<file path="src/rtl/riscv_pkg.sv">
// Shared RV32 opcode constants, instruction classes and loader states.
// The core opcode decoder imports the same constants.
package riscv_pkg;

  localparam logic [6:0] OP_R    = 7'b0110011;
  localparam logic [6:0] OP_LW   = 7'b0000011;
  localparam logic [6:0] OP_SW   = 7'b0100011;
  localparam logic [6:0] OP_BR   = 7'b1100011;
  localparam logic [6:0] OP_I    = 7'b0010011;
  localparam logic [6:0] OP_U    = 7'b0110111;
  localparam logic [6:0] OP_JAL  = 7'b1101111;
  localparam logic [6:0] OP_JALR = 7'b1100111;
  localparam logic [6:0] OP_HALT = 7'b1111111;

  localparam logic [31:0] HALT_WORD = {25'd0, OP_HALT};

  typedef enum logic [3:0] {
    KIND_R    = 4'd0,
    KIND_LW   = 4'd1,
    KIND_SW   = 4'd2,
    KIND_BR   = 4'd3,
    KIND_I    = 4'd4,
    KIND_U    = 4'd5,
    KIND_JAL  = 4'd6,
    KIND_JALR = 4'd7,
    KIND_HALT = 4'd8
  } instr_kind_e;

  typedef enum logic [1:0] {
    ST_IDLE = 2'd0,
    ST_LOAD = 2'd1,
    ST_FIN  = 2'd2,
    ST_DONE = 2'd3
  } load_state_e;

endpackage

</file>
<file path="src/rtl/instr_field_encoder.sv">
// Combinational packer: instruction class plus fields to a 32-bit RV32 word.
// kind_ok is low for classes 9-15; the word is then zero and must not be written.
module instr_field_encoder
  import riscv_pkg::*;
(
  input  logic [3:0]  kind,
  input  logic [2:0]  funct3,
  input  logic [6:0]  funct7,
  input  logic [4:0]  rd,
  input  logic [4:0]  rs1,
  input  logic [4:0]  rs2,
  input  logic [31:0] imm,
  output logic [31:0] word,
  output logic        kind_ok
);

  always_comb begin
    word    = '0;
    kind_ok = 1'b1;
    case (kind)
      KIND_R:    word = {funct7, rs2, rs1, funct3, rd, OP_R};
      KIND_LW:   word = {imm[11:0], rs1, funct3, rd, OP_LW};
      KIND_I:    word = {imm[11:0], rs1, funct3, rd, OP_I};
      KIND_JALR: word = {imm[11:0], rs1, 3'b000, rd, OP_JALR};
      KIND_SW:   word = {imm[11:5], rs2, rs1, funct3, imm[4:0], OP_SW};
      KIND_BR:   word = {imm[12], imm[10:5], rs2, rs1, funct3, imm[4:1], imm[11], OP_BR};
      KIND_U:    word = {imm[31:12], rd, OP_U};
      KIND_JAL:  word = {imm[20], imm[10:1], imm[11], imm[19:12], rd, OP_JAL};
      KIND_HALT: word = HALT_WORD;
      default:   kind_ok = 1'b0;
    endcase
  end

endmodule

</file>
<file path="src/rtl/instr_encoder_loader.sv">
// Streams encoded instructions into imem from address 0, appends HALT, and
// holds the core until the program is complete.
//
//   state | meaning
//   IDLE  | waiting for start, no writes
//   LOAD  | accepting bundles, one registered write per accepted legal bundle
//   FIN   | pending write drains, then HALT is written at ptr
//   DONE  | program loaded, core released; start begins a new session
module instr_encoder_loader
  import riscv_pkg::*;
#(
  parameter int ADDR_W = 9
) (
  input  logic              clk,
  input  logic              reset,
  input  logic              start,
  input  logic              in_valid,
  output logic              in_ready,
  input  logic [3:0]        in_kind,
  input  logic [2:0]        in_funct3,
  input  logic [6:0]        in_funct7,
  input  logic [4:0]        in_rd,
  input  logic [4:0]        in_rs1,
  input  logic [4:0]        in_rs2,
  input  logic [31:0]       in_imm,
  input  logic              in_last,
  output logic              imem_we,
  output logic [ADDR_W-1:0] imem_addr,
  output logic [31:0]       imem_wdata,
  output logic              busy,
  output logic              done,
  output logic              overflow,
  output logic              err_kind,
  output logic              cpu_hold
);

  localparam logic [ADDR_W-1:0] PTR_MAX = '1;
  localparam logic [ADDR_W-1:0] PTR_ONE = {{(ADDR_W-1){1'b0}}, 1'b1};

  load_state_e       state, state_nxt;
  logic [ADDR_W-1:0] ptr;
  logic              halt_issued;
  logic              accept;
  logic              full_hit;
  logic [31:0]       enc_word;
  logic              enc_ok;

  instr_field_encoder u_enc (
    .kind    (in_kind),
    .funct3  (in_funct3),
    .funct7  (in_funct7),
    .rd      (in_rd),
    .rs1     (in_rs1),
    .rs2     (in_rs2),
    .imm     (in_imm),
    .word    (enc_word),
    .kind_ok (enc_ok)
  );

  assign accept   = in_valid & in_ready;
  assign cpu_hold = ~done;

  always_ff @(posedge clk or negedge reset) begin
    if (!reset) state <= ST_IDLE;
    else        state <= state_nxt;
  end

  always_comb begin
    state_nxt = state;
    in_ready  = 1'b0;
    full_hit  = 1'b0;
    case (state)
      ST_IDLE, ST_DONE: if (start) state_nxt = ST_LOAD;
      ST_LOAD: begin
        // ptr equals the number of words written so far; one slot stays free for HALT
        in_ready = (ptr != PTR_MAX);
        full_hit = in_valid && (ptr == PTR_MAX);
        if ((in_valid && in_ready && in_last) || full_hit) state_nxt = ST_FIN;
      end
      ST_FIN: if (halt_issued) state_nxt = ST_DONE;
      default: state_nxt = ST_IDLE;
    endcase
  end

  always_ff @(posedge clk or negedge reset) begin
    if (!reset) begin
      ptr         <= '0;
      imem_we     <= 1'b0;
      imem_addr   <= '0;
      imem_wdata  <= '0;
      busy        <= 1'b0;
      done        <= 1'b0;
      overflow    <= 1'b0;
      err_kind    <= 1'b0;
      halt_issued <= 1'b0;
    end else begin
      imem_we <= 1'b0;
      case (state)
        ST_IDLE, ST_DONE: begin
          if (start) begin
            ptr         <= '0;
            done        <= 1'b0;
            overflow    <= 1'b0;
            err_kind    <= 1'b0;
            busy        <= 1'b1;
            halt_issued <= 1'b0;
          end
        end
        ST_LOAD: begin
          if (accept) begin
            if (enc_ok) begin
              imem_we    <= 1'b1;
              imem_addr  <= ptr;
              imem_wdata <= enc_word;
              ptr        <= ptr + PTR_ONE;
            end else begin
              err_kind <= 1'b1;
            end
          end
          if (full_hit) overflow <= 1'b1;
        end
        ST_FIN: begin
          if (!halt_issued) begin
            imem_we     <= 1'b1;
            imem_addr   <= ptr;
            imem_wdata  <= HALT_WORD;
            halt_issued <= 1'b1;
          end else begin
            done <= 1'b1;
            busy <= 1'b0;
          end
        end
        default: ;
      endcase
    end
  end

endmodule

</file>
<file path="config.mk">
export PLATFORM = sky130hd
export DESIGN_NAME = instr_encoder_loader
export DESIGN_NICKNAME = d
export VERILOG_FILES = /design/src/rtl/riscv_pkg.sv /design/src/rtl/instr_field_encoder.sv /design/src/rtl/instr_encoder_loader.sv
export SDC_FILE = /design/constraint.sdc
export NUM_CORES = 1
export LEC_CHECK = 0
export ABC_AREA = 1
export ABC_CLOCK_PERIOD_IN_PS = 1700
export CORE_MARGIN = 3
export CORE_UTILIZATION = 42
export CTS_CLUSTER_DIAMETER = 50
export DETAILED_ROUTE_END_ITERATION = 10
export PLACE_DENSITY = 0.84
export SYNTH_ARGS = -nofsm -noshare
export SYNTH_HDL_FRONTEND = slang
export SYNTH_HIERARCHICAL = 1
export SYNTH_SLANG_ARGS = --single-unit
</file>
<file path="constraint.sdc">
create_clock -name clk -period 1.7 [get_ports clk]
set_input_delay 0.34 -clock clk [delete_from_list [all_inputs] [get_ports clk]]
set_output_delay 0.34 -clock clk [all_outputs]
set_load 0.05 [all_outputs]
</file>
# [Word level (Yosys, flattened, before mapping)]
# Index checks and enable logic that the tools add are counted.
[totals] reg_bits=58 inputBits=66 word_cells=88
[op_classes] n_addsub=1 eq_ne=21 n_mux=36 bitwise=2 reduce_logical=18
[op_table] cell="32-bit one-hot mux with 9 select lines" count=1
[op_table] cell="32-bit two-way mux" count=3
[op_table] cell="32-bit one-hot mux with 2 select lines" count=1
[op_table] cell="9-bit two-way mux" count=6
[op_table] cell="9-bit one-hot mux with 2 select lines" count=2
[op_table] cell="4-bit by 3-bit equality test with 1-bit output, second input constant" count=4
[op_table] cell="2-bit inequality test, second input constant" count=8
[op_table] cell="1-bit two-way mux" count=13
[op_table] cell="1-bit one-hot mux with 2 select lines" count=6
[op_table] cell="4-bit AND reduction" count=3
[op_table] cell="9-bit by 1-bit adder with 9-bit output, second input constant" count=1
[op_table] cell="9-bit equality test, second input constant" count=1
[op_table] cell="9-bit inequality test, second input constant" count=1
[op_table] cell="3-bit AND reduction" count=3
[op_table] cell="9-bit OR reduction" count=1
[op_table] cell="4-bit by 2-bit equality test with 1-bit output, second input constant" count=2
[op_table] cell="2-bit two-way mux" count=3
[op_table] cell="2-bit one-hot mux with 3 select lines" count=1
[op_table] cell="2-bit nonzero test" count=3
[op_table] cell="2-bit equality test, second input constant" count=2
[op_table] cell="4-bit by 1-bit equality test with 1-bit output, second input constant" count=1
[op_table] cell="4-bit equality test, second input constant" count=1
[op_table] cell="4-bit zero test" count=1
[op_table] cell="1-bit logical AND" count=3
[op_table] cell="other kinds (7)" count=7

# [Longest topological paths before layout]
[logic_depth] ltp_word=6 depth_mapped=14 ltp_nobuf=14

# [Modules after synthesis]
# Netlist, hierarchy kept.
[modules_own_cells] module="instr_encoder_loader" n_inst=1 cells_each=297 area_per_inst_um2=2768.9
[modules_own_cells] module="instr_field_encoder" n_inst=1 cells_each=147 area_per_inst_um2=676.9

# [Worst setup path after synthesis]
# Ideal clock, no wire load.
[synth_timing] path_kind="reg2reg" from="register ptr[0]" to="register imem_we" t_arrival_ps=2029 setup_slack_ps=-407 stages_incl_launch_ff=10 cell_sequence="dfrtp_1 -> ha_1 -> nand2_1 -> inv_1 -> nand2_1 -> nor2_1 -> ha_1 -> nor2_1 -> nand3_1 -> a21oi_1"
[synth_via] elab_chain_len=5
[synth_rtl] item="from (decl)" line_no="instr_encoder_loader.sv:41" rtl="logic [ADDR_W-1:0] ptr;"
[synth_rtl] item="from (signal assigned)" line_no="instr_encoder_loader.sv:115" rtl="ptr <= ptr + PTR_ONE;"
[synth_rtl] item="9-bit inequality test" line_no="instr_encoder_loader.sv:76" rtl="in_ready = (ptr != PTR_MAX);"
[synth_rtl] item="1-bit two-way mux" line_no="instr_encoder_loader.sv:72" rtl="case (state)"
[synth_rtl] item="via in_ready" line_no="instr_encoder_loader.sv:18" rtl="output logic in_ready,"
[synth_rtl] item="1-bit AND" line_no="instr_encoder_loader.sv:60" rtl="assign accept = in_valid & in_ready;"
[synth_rtl] item="1-bit two-way mux" line_no="instr_encoder_loader.sv:110" rtl="if (accept) begin"
[synth_rtl] item="1-bit one-hot mux with 2 select lines" line_no="instr_encoder_loader.sv:98" rtl="case (state)"
[synth_rtl] item="to (signal assigned)" line_no="instr_encoder_loader.sv:97" rtl="imem_we <= 1'b0;"
[synth_rtl] item="to (signal assigned)" line_no="instr_encoder_loader.sv:112" rtl="imem_we <= 1'b1;"
[synth_rtl] item="to (signal assigned)" line_no="instr_encoder_loader.sv:124" rtl="imem_we <= 1'b1;"
[synth_rtl] item="to (decl)" line_no="instr_encoder_loader.sv:27" rtl="output logic imem_we,"
# The timed path passes the listed nets, and every way through them passes these cells.
# A chain may end at the register's enable or synchronous reset.

# [Worst setup path after layout]
[layout_timing] from="register ptr[0]" to="output in_ready"
[layout_via] elab_chain_len=2
[layout_rtl] item="9-bit inequality test" line_no="instr_encoder_loader.sv:76"
[layout_rtl] item="1-bit two-way mux" line_no="instr_encoder_loader.sv:72"
[layout_rtl] item="to (decl)" line_no="instr_encoder_loader.sv:18"
# Every way passes these cells.

==> summary.md <==
| Metric | Value |
|---|---|
| Status | `complete, but fails checks` |
| Final Skew | `~0.012 ns` |
| All-Layer GR Usage | `0.2217` |
| Mean Syn Cell Area | `roughly 7.8 um^2` |
| Nets | `around 700` |
| Drt first pass iters | `4` |
| Clk_lat worst skew | `approximately 0.35 ns` |
| DR vias | `about 3800` |
| Starting Density | `0.4391` |
| Largest net degree at the start of global routing | `39` |
| Die extent in y | `just under 100 um` |
| Row cnt | `32` |
| Die footprint | `~0.0093 mm^2` |
| Pwr/cell area | `approximately 1900 mW/mm^2` |
| Slew @ Worst Pin | `roughly 0.45 ns` |
| Crit path DAT | `1.74 ns` |
| Dpl hpwl | `roughly 7500 um` |
| Synth warn | `6` |
| Syn_nets | `515` |
| Hold Slack | `0.4725 ns` |
| Critical path fanouts, max | `2` |
| Commonest non-fill, non-tap cell in the layout | `nand2_1` |
| Worst Setup Start Kind | `flip-flop` |
| Slew Viols, Final | `0` |
| Crit end category | `output port` |
| Htree depth | `3` |
| Failing checks | `setup timing` |
| Max-Cap Viols | `0` |
| Antenna violations before repair | `0` |
| Hold Path Class | `in2async` |
| P&R area growth vs syn | `67.17%` |
| P_leak | `~2.8 nW` |
| CTS tree | `done` |
| WS Path Type | `reg2out` |
| DR DRC count | `0` |
| Fraction of final layout cells sized beyond drive strength 1 | `0.4441` |
| RD Place Congestion | `just under 0.9` |
| Total CTS buffers | `9` |
| ANT nets after route | `0` |
| Root buffer cell | `clkbuf_8` |
| Mapped Area | `roughly 0.0034 mm^2` |
| Final Setup Violations | `56` |
| Most frequent cells in the layout | `nand2_1, buf_4, clkdlybuf4s50_1` |
| Yosys cell types | `25` |
| Max Freq | `0.4806 GHz` |
| Vias in the first global route | `about 3600` |
| Die width | `96.58 um` |
| Crit path required time | `~1.4 ns` |
| First-pass GRT wire length | `16210 um` |
| GR Overflow Total | `0` |
| Maximum root-to-sink buffer count | `2` |
| WL per Instance | `15.14 um` |
| Fillers | `between 500 and 600` |
| PortBufs | `between 100 and 150` |
| Core area | `around 0.0078 mm^2` |
| CTS sink cnt | `slightly below 60` |
| Total Wirelength | `11160 um` |
| Starting DRT DRC Count | `roughly 210` |
| Syn Inst Count | `roughly 440` |
| Setup WS pre-CTS | `-0.3443 ns` |
| IO Count | `roughly 110` |
| CTS clk-pin slew, worst paths | `0.07 ns` |
| N_diodes | `0` |
| Final Critical Period | `~2.1 ns` |
| Vias per cell | `slightly above 5` |
| Worst setup path startpoint | `ptr[0]` |
| Slew margin rel. | `0.7002` |
| RSZ-0062 raised after global routing | `true` |
| Final period utilization | `1.224` |
| Final hold vios | `0` |
| Post-synthesis sequential area ratio | `0.4212` |
| R2r startpoint | `ptr[0]` |
| Worst setup margin | `-0.3807 ns` |
| Peak VDD IR | `about 0.77 mV` |
| FF+latch count, synth | `58` |
==> state kept, by name (all words and copies together) (netlist names) <==
signal / flops
done: 1
imem_we: 1
imem_wdata: 32
overflow: 1
state: 2
err_kind: 1
busy: 1
ptr: 9
halt_issued: 1
imem_addr: 9
==> through the flow <==
stage	instances	utilization	TNS [ns]	area (um^2)	power [mW]
after floorplan	444	-	-2.153	3505	6.303
after global placement	698	0.6344	-12.32	4979	7.864
after detailed placement	698	0.6344	-15.27	4979	8.010
after CTS	726	0.6857	-13.34	5381	9.914
after global routing	737	0.7341	-22.16	5761	11.64
final	737	0.7341	-18.20	5761	11.10
==> worst paths after layout <==
check	end	slack (ns)	cells after the start
worst max-delay path	in_ready	-0.38	9
worst min-delay path	imem_wdata[10]	0.47	2
worst max register to register	imem_addr[0]	-0.37	14
worst min register to register	imem_wdata[18]	0.49	2
max in group asynchronous	imem_wdata[20]	0.67	3
min in group clk	imem_wdata[18]	0.49	2
==> synth_stat cells <==
cell type	number	share of area
nand2_1	179	0.19
dfrtp_1	58	0.42
nand3_1	45	0.065
o21ai_2	42	0.11
inv_1	24	0.026
nor2_1	20	0.022
o21ai_0	14	0.020
buf_6	9	0.029
inv_2	9	0.0098
a21oi_1	7	0.010
buf_4	5	0.011
ha_1	5	0.018
buf_2	4	0.0058
nor2_2	4	0.0073
nor2_4	4	0.013
nand4_1	3	0.0054
o21a_1	3	0.0065
nand2_2	2	0.0036
nand3_4	1	0.0051
nor2_8	1	0.0058
nor3_1	1	0.0015
o211ai_1	1	0.0022
o21ai_4	1	0.0047
o31ai_1	1	0.0022
or2_1	1	0.0018
==> routing by layer <==
layer / wire [um] / GRT usage
met2: 5856 / 0.3920
met3: 746 / 0.05035
met4: 237 / 0.06425
met1: 4319 / 0.2689
met5: 0 / 0
==> power by group <==
group	internal, mW	leakage (nW)	total (mW)	switching [mW]
clock network	0.830	0.107	1.43	0.597
registers	1.92	0.763	2.36	0.434
logic	2.85	1.97	7.31	4.47
==> cells by family after synthesis <==
| logic type | count (synthesis) | synth area share |
|---|---|---|
| and+or+nand+nor | 261 | 0.3257 |
| AOI/OAI and AO/OA | 69 | 0.1529 |
| DFF | 58 | 0.4212 |
| buffers and inverters | 51 | 0.08207 |
| adders and majority gates | 5 | 0.01816 |
==> timing repair <==
action / 4_1_cts / 5_1_grt
setup endpoints to repair: 55 / 57
hold buffers: 1 / 0
endpoints found under the hold margin: 16 / 0
pin swaps: 9 / 8
cloned: 1 / 7
buffers inserted: 10 / 6
resized for setup: 25 / 71
==> cell type report <==
type,instances,area (um^2),area share
inverters,33,128.9,0.02237
clock inverters,6,90.09,0.01564
flip-flops and latches,58,1451,0.2520
well taps,102,127.6,0.02215
clock buffers,10,127.6,0.02215
multi-input cells,336,2018,0.3503
repair buffers,192,1817,0.3154
==> worst max-delay path, stage by stage, from the launching register on <==
cell	delay, ns
dfrtp_1	0.39
ha_2	0.20
nand2_2	0.08
inv_2	0.05
nand2_2	0.08
nor2_2	0.04
ha_2	0.19
buf_6	0.12
nor2_4	0.11
buf_12	0.15
No activity file was read; power rests on OpenSTA's default activity.
